`src/rtl/stage_sequencer.sv`:
```
// Multi-cycle fetch/decode/execute/mem/writeback sequencer for the mriscv core.
// Latency: 4 cycles per ALU/branch/jump op, 5 per load/store, plus one cycle per memory wait cycle.
// Backpressure: requests hold until ack or MEM_TIMEOUT; optional instret counter via STAGE_SEQUENCER_INSTRET_EN.
module stage_sequencer #(
   parameter int MEM_TIMEOUT = 16
) (
   input  logic        clk,
   input  logic        reset,
   input  logic        halt,
   input  logic        imem_ack,
   input  logic        dmem_ack,
   input  logic        is_load,
   input  logic        is_store,
   input  logic        is_branch,
   input  logic        is_jump,
   input  logic        illegal,
   output logic        imem_req,
   output logic        dmem_req,
   output logic        dmem_we,
   output logic        fetch_en,
   output logic        decode_en,
   output logic        execute_en,
   output logic        reg_we,
   output logic        pc_we,
   output logic        retire,
   output logic        halted,
   output logic        trap,
   output logic [1:0]  trap_cause,
   output logic [31:0] instret
);

   typedef enum logic [2:0] {
      S_IDLE,
      S_FETCH,
      S_DECODE,
      S_EXECUTE,
      S_MEM,
      S_WB,
      S_HALTED,
      S_TRAP
   } state_t;

   localparam logic [1:0] CAUSE_ILLEGAL = 2'b01;
   localparam logic [1:0] CAUSE_IMEM_TO = 2'b10;
   localparam logic [1:0] CAUSE_DMEM_TO = 2'b11;
   // Counter value seen in the last allowed request cycle (counter starts at 0).
   localparam logic [7:0] TO_LAST       = 8'(MEM_TIMEOUT - 1);

   state_t     state;
   state_t     state_nx;
   logic [1:0] cause_nx;
   logic [7:0] to_cnt;
   logic       to_hit;
   logic       ld_q;
   logic       st_q;
   logic       nowb_q;
   logic       entering_req;

   // Jumps sequence exactly like ALU ops (write back, no memory phase).
   logic       unused_flags;
   assign unused_flags = is_jump;

   assign to_hit   = (to_cnt == TO_LAST);
   assign fetch_en = imem_req & imem_ack;

   always_comb begin
      state_nx = state;
      cause_nx = trap_cause;
      unique case (state)
         S_IDLE:    state_nx = halt ? S_HALTED : S_FETCH;
         S_FETCH: begin
            if (imem_ack) begin
               state_nx = S_DECODE;
            end else if (to_hit) begin
               state_nx = S_TRAP;
               cause_nx = CAUSE_IMEM_TO;
            end
         end
         S_DECODE: begin
            if (illegal) begin
               state_nx = S_TRAP;
               cause_nx = CAUSE_ILLEGAL;
            end else begin
               state_nx = S_EXECUTE;
            end
         end
         S_EXECUTE: state_nx = (ld_q | st_q) ? S_MEM : S_WB;
         S_MEM: begin
            if (dmem_ack) begin
               state_nx = S_WB;
            end else if (to_hit) begin
               state_nx = S_TRAP;
               cause_nx = CAUSE_DMEM_TO;
            end
         end
         S_WB:      state_nx = halt ? S_HALTED : S_FETCH;
         S_HALTED:  state_nx = halt ? S_HALTED : S_FETCH;
         S_TRAP:    state_nx = S_TRAP;
      endcase
   end

   assign entering_req = ((state_nx == S_FETCH) && (state != S_FETCH)) ||
                         ((state_nx == S_MEM)   && (state != S_MEM));

   // Outputs are registered from the next state so they line up with the state register.
   always_ff @(posedge clk or posedge reset) begin
      if (reset) begin
         state      <= S_IDLE;
         trap_cause <= 2'b00;
         to_cnt     <= 8'd0;
         ld_q       <= 1'b0;
         st_q       <= 1'b0;
         nowb_q     <= 1'b0;
         imem_req   <= 1'b0;
         dmem_req   <= 1'b0;
         dmem_we    <= 1'b0;
         decode_en  <= 1'b0;
         execute_en <= 1'b0;
         reg_we     <= 1'b0;
         pc_we      <= 1'b0;
         retire     <= 1'b0;
         halted     <= 1'b0;
         trap       <= 1'b0;
      end else begin
         state      <= state_nx;
         trap_cause <= cause_nx;

         if (state == S_DECODE && !illegal) begin
            ld_q   <= is_load;
            st_q   <= is_store;
            nowb_q <= is_store | is_branch;
         end

         if (entering_req) begin
            to_cnt <= 8'd0;
         end else if ((state == S_FETCH && !imem_ack) || (state == S_MEM && !dmem_ack)) begin
            to_cnt <= to_cnt + 8'd1;
         end

         imem_req   <= (state_nx == S_FETCH);
         dmem_req   <= (state_nx == S_MEM);
         dmem_we    <= (state_nx == S_MEM) && st_q;
         decode_en  <= (state_nx == S_DECODE);
         execute_en <= (state_nx == S_EXECUTE);
         reg_we     <= (state_nx == S_WB) && !nowb_q;
         pc_we      <= (state_nx == S_WB);
         retire     <= (state_nx == S_WB);
         halted     <= (state_nx == S_HALTED);
         trap       <= (state_nx == S_TRAP);
      end
   end

`ifdef STAGE_SEQUENCER_INSTRET_EN
   logic [31:0] instret_q;

   always_ff @(posedge clk or posedge reset) begin
      if (reset) begin
         instret_q <= 32'd0;
      end else if (retire) begin
         instret_q <= instret_q + 32'd1;
      end
   end

   assign instret = instret_q;
`else
   assign instret = 32'd0;
`endif

endmodule
```
`config.mk`:
```
export PLATFORM = sky130hd
export DESIGN_NAME = stage_sequencer
export DESIGN_NICKNAME = d
export VERILOG_FILES = /design/src/rtl/stage_sequencer.sv
export SDC_FILE = /design/constraint.sdc
export NUM_CORES = 1
export LEC_CHECK = 0
export ABC_AREA = 1
export CAP_MARGIN = 20
export CELL_PAD_IN_SITES_DETAIL_PLACEMENT = 1
export CELL_PAD_IN_SITES_GLOBAL_PLACEMENT = 1
export CORE_AREA = 2 2 73 75
export DETAILED_ROUTE_END_ITERATION = 8
export DIE_AREA = 0 0 75 77
export PLACE_DENSITY = 0.82
export SYNTH_ARGS = -nofsm -noshare
export SYNTH_HDL_FRONTEND = slang
export SYNTH_SLANG_ARGS = --single-unit
```
`constraint.sdc`:
```
create_clock -name clk -period 3 [get_ports clk]
set_input_delay 0.3 -clock clk [delete_from_list [all_inputs] [get_ports clk]]
set_output_delay 0.3 -clock clk [all_outputs]
set_load 0.02 [all_outputs]
```
* Yosys cells after proc, flatten, opt, wreduce, memory -nomap -nowiden
Index checks and enable logic that the tools add are counted.
** Operators by class
- Add/subtract/negate cells :: 1
- Equality and inequality tests :: 22
- Mux-type cells :: 15
- Bitwise gates (word level) :: 3
- Reductions and logical operators :: 18
** Operators by type and width (count)
- 3-bit == test, second input constant :: 8
- 3-bit one-hot mux with 6 select lines :: 1
- 8-bit 2-to-1 mux :: 2
- 3-bit 2-to-1 mux :: 5
- 3-bit by 2-bit == test with 1-bit output, second input constant :: 4
- 2-bit 2-to-1 mux :: 5
- 2-bit inequality test, second input constant :: 5
- 8-bit by 1-bit adder with 8-bit output, second input constant :: 1
- 8-bit by 4-bit == test with 1-bit output, second input constant :: 1
- 1-bit logical AND :: 7
- 3-bit by 1-bit == test with 1-bit output, second input constant :: 2
- 2-bit one-hot mux with 3 select lines :: 1
- 6-bit AND reduction :: 1
- 1-bit zero test :: 4
- 3-bit zero test :: 1
- 3-bit by 1-bit inequality test with 1-bit output, second input constant :: 1
- 3-bit inequality test, second input constant :: 1
- 3-bit nonzero test :: 1
- 3-bit OR reduction :: 1
- 1-bit logical OR :: 2
- 1-bit OR :: 2
- 2-bit nonzero test :: 1
- 1-bit bitwise AND :: 1
- 1-bit 2-to-1 mux :: 1
** Storage, ports and cells
- Register bits :: 25
- Output and inout bits :: 45
- Word-level logic and storage cells :: 74

* Longest topological paths before layout
- Depth in word-level cells :: 8
- Mapped depth :: 12
- Depth with buffers taken out :: 11

* Worst setup path after synthesis
OpenSTA, ideal clock, no wires.
- Kind :: register -> register
- From :: register to_cnt[0]
- To :: register to_cnt[5]
- Setup time :: 0.121 ns
- Arrival :: 1.430 ns
- Path slack :: 1.449 ns
- Cell stages (with the launch flop) :: 10
- Buffers on the path :: 0
- Cells stage by stage :: dfrtp_1 > ha_1 > nand3_1 > nor2_1 > nor2_1 > nor2_1 > a21oi_4 > nand3_4 > nand2_8 > nor2_2
** Between the ends
- Longest elaborated chain between the ends :: 8
- Elaborated cells between the ends (all ways) :: 14
** Ends and longest elaborated chain
- start, declared :: RTL line 52 : logic [7:0] to_cnt;
- start signal, assigned :: RTL line 137 : to_cnt <= to_cnt + 8'd1;
- 8-bit by 4-bit == test with 1-bit output :: RTL line 63 : assign to_hit = (to_cnt == TO_LAST);
- 3-bit 2-to-1 mux :: RTL line 74, 91
- 3-bit 2-to-1 mux (on tied branches) :: RTL line 89, 72
- 3-bit one-hot mux with 6 select lines :: RTL line 69 : unique case (state)
- 3-bit by 1-bit == test with 1-bit output / 3-bit == test (equally long branches) :: RTL line 102, 103
- 1-bit logical AND (on tied branches) :: RTL line 102, 103
- 1-bit logical OR :: RTL line 102 : assign entering_req = ((state_nx == S_FETCH) && (state != S_FETCH)) ||
- 8-bit 2-to-1 mux / 2-bit nonzero test (equally long branches)
Parallel ways exist; a longest one is shown, timed or not. The select of a mux whose other input is x is not followed.
A chain may end at the register's enable or synchronous reset.

* Final worst setup path
- From :: input imem_ack
- To :: output fetch_en
** Between the ends
- Longest elaborated chain between the ends :: 1
** Ends and longest elaborated chain
- start, declared :: RTL line 10 : input logic imem_ack,
- 1-bit bitwise AND :: RTL line 64 : assign fetch_en = imem_req & imem_ack;
- end, declared :: RTL line 20 : output logic fetch_en,
No other way between the ends.

==> impl_metrics.csv <==
group,metric,value,unit
detailed_routing,route.detailed.drc,0,
timing,setup_viol,0,
setup_path,setup.worst_path.end_class,"primary output",
floorplanning,core_area,4977,µm²
floorplanning,dieArea,5775,µm²
global_route,antenna_found_initial,0,
setup_path,crit_arrival,1460,ps
synthesis,ys_warn_count,0,
setup_path,start_kind,"primary input",
clock_network,postCtsSetupRepairBufs,0,
timing,max_freq,569.5,MHz
global_route,grt_pass1_vias,1169,
clock_network,clock_path_buffers,2,
floorplanning,boundaryPins,55,
clock_network,clkSinkCount,25,
outcome,status,"complete, no violations",
global_route,grt_max_degree,26,
timing,tns,0,ps
floorplanning,row_count,26,
global_route,gr-total-overflow,0,
global_route,grt_usage,11.94,%
timing,final.min_clock_period,1756,ps
clock_network,cts_made_buffers,3,
setup_path,rr_worst_depth,11,
floorplanning,fp.dieW,75,µm
global_route,grt_pass1_wl,5368,µm
detailed_routing,routed_wirelength,3195,µm
setup_path,ff2ff_setup_slack,1280,ps
clock_network,insertion_delay,270,ps
synthesis,synth_edf_count,0,
synthesis,synthesis.area,1620,µm²
synthesis,async_reset_ff_share,100.0,%
final_layout,nNetsFinal,220,
clock_network,cts_resized,0,
detailed_routing,wire_per_inst,11.49,µm
synthesis,synth-seq-cells,25,
clock_network,cts.htree.levels,1,
power,peakVddDrop,0.0001846,V
final_layout,regMostFlops,"to_cnt",
clock_network,clk_pin_slew,80,ps
floorplanning,dieHeight,77,µm
synthesis,ys_seq_area_share,38.61,%
placement,gp_congestion,0.7785,
timing,slew_violations,0,
synthesis,synth_cells,185,
clock_network,cts-root-buf,"clkbuf_8",
detailed_routing,dr_total_vias,1125,
job,cap_violations,0,
placement,place_hpwl,2488,µm
min_path,hold_class,"in -> async",
clock_network,cts_hold_buf,0,
final_layout,diodes,0,
detailed_routing,ant_nets,0,
detailed_routing,drt_iter0_drc,43,
final_layout,largestRegisters,"to_cnt (8), state (3), trap_cause (2)",
synthesis,syn_area_per_cell,8.758,µm²
final_layout,drive_above_1_share,18.75,%
timing,hold_viol,0,
timing,period_share,58.53,%
floorplanning,initial_core_util,32.55,%
placement,numPortBuffers,21,
power,p_leak,0.9069,nW
setup_path,required,2700,ps
timing,rsz0062_at_grt,"false",
final_layout,largest_reg_flops,8,
detailed_routing,dr.pass1.iters,4,
power,p_total,601.8,µW
setup_path,crit_fanout,2,
timing,skew,3.310,ps
final_layout,syn2layout_area_growth,14.05,%
detailed_routing,avgViaCountPerCell,4.047,
synthesis,ys.flop_type,"dfrtp_1",
setup_path,path_class,"in -> out",
power,pwr_density_cell,325.6,nW/µm²
synthesis,yosysUniqueCellTypes,30,
clock_network,cts_tree,"yes",
metal layers:
metal  track usage (%)  wire (µm)  vias to the layer above
li1                  -          -                      550
met1             15.43       1344                      541
met2             19.39       1645                       29
met3             1.183        132                        5
met4             5.893         73                        0
met5                 0          0                        -
critical path, cell delays in order:
cell and delay, ps:
clkdlybuf4s50_1 480, nand2_1 50, inv_1 40, clkdlybuf4s50_1 590
layout by cell type (no fill, tap or decap):
| master | count |
|---|---|
| nor2_2 | 10 |
| o2111ai_1 | 1 |
| nand2_2 | 5 |
| clkbuf_1 | 1 |
| nand2_1 | 24 |
| nor2_1 | 16 |
| xor2_1 | 5 |
| inv_2 | 3 |
| o21ai_0 | 4 |
| a21oi_1 | 2 |
| nor2_4 | 2 |
| nor3_1 | 4 |
| buf_16 | 1 |
| o21ai_1 | 1 |
| clkbuf_8 | 3 |
| nand2_8 | 1 |
| nor4_4 | 1 |
| nor3_2 | 2 |
| nand4_1 | 1 |
| xnor2_1 | 1 |
| clkinv_2 | 1 |
| dfrtp_1 | 25 |
| nand3_4 | 2 |
| mux2_2 | 1 |
| nand2_4 | 4 |
| a21oi_4 | 1 |
| ha_1 | 1 |
| clkdlybuf4s50_1 | 21 |
| inv_1 | 20 |
| nand3_2 | 2 |
| conb_1 | 32 |
| nand3_1 | 10 |
where the power goes:
group | internal (mW) | leakage (nW) | switching (mW)
Sequential | 0.337 | 0.302 | 0
Clock | 0.0953 | 0.0228 | 0.109
Combinational | 0.0134 | 0.582 | 0.0475
stage by stage:
stage               cell area (µm²)  util, %  setup slack, ps  hold slack (ps)  std cells
floorplan                      1737        -             1449            327.3        216
global placement               1775    35.67             1237            431.0        273
detailed placement             1775    35.67             1233            472.4        273
CTS                            1821    36.58             1240            489.5        277
global route                   1848    37.13             1134            207.9        278
finish                         1848    37.13             1244            210.4        278
synth_stat cells, types with 2 or more instances:
| master | instances | share of area (%) |
|---|---|---|
| buf_4 | 33 | 15 |
| dfrtp_1 | 25 | 39 |
| nand2_1 | 24 | 5.6 |
| inv_1 | 20 | 4.6 |
| nor2_1 | 16 | 3.7 |
| nand3_1 | 10 | 3.1 |
| nor2_2 | 10 | 3.9 |
| nand2_2 | 5 | 1.9 |
| xor2_1 | 5 | 2.7 |
| nand2_4 | 4 | 2.8 |
| nor3_1 | 4 | 1.2 |
| o21ai_0 | 4 | 1.2 |
| inv_2 | 3 | 0.69 |
| a21oi_1 | 2 | 0.62 |
| nand3_2 | 2 | 1.2 |
| nand3_4 | 2 | 2.2 |
| nor2_4 | 2 | 1.4 |
| nor3_2 | 2 | 1.2 |
worst paths after layout:
| path | from | to |
|---|---|---|
| max | imem_ack | fetch_en |
| min | reset | to_cnt[2] |
| max reg2reg | state[2] | to_cnt[2] |
| min reg2reg | nowb_q | reg_we |
| max in group asynchronous | reset | dmem_we |
| min in group clk | nowb_q | reg_we |
cell families (layout without fill, tap and decap cells):
group,Yosys count,in the layout,share of synthesized area [%]
and+or+nand+nor,84,84,31.12
adders and majority gates,1,1,0.7721
other,1,32,0.2314
AOI/OAI and AO/OA,9,9,3.707
buffers and inverters,58,50,21.62
DFF,25,25,38.61
xor gates and xnor gates,6,6,3.243
muxes,1,1,0.6949
cell type report:
| type | instances | area [µm²] |
|---|---|---|
| Timing Repair Buffer | 22 | 237.7 |
| Tap cell | 70 | 87.58 |
| Sequential cell | 25 | 625.6 |
| Multi-Input combinational cell | 133 | 760.7 |
| Inverter | 24 | 91.34 |
| Clock buffer | 4 | 45.04 |
| Fill cell | 619 | 3129 |
Note: power is estimated with default switching activity, not from simulation.
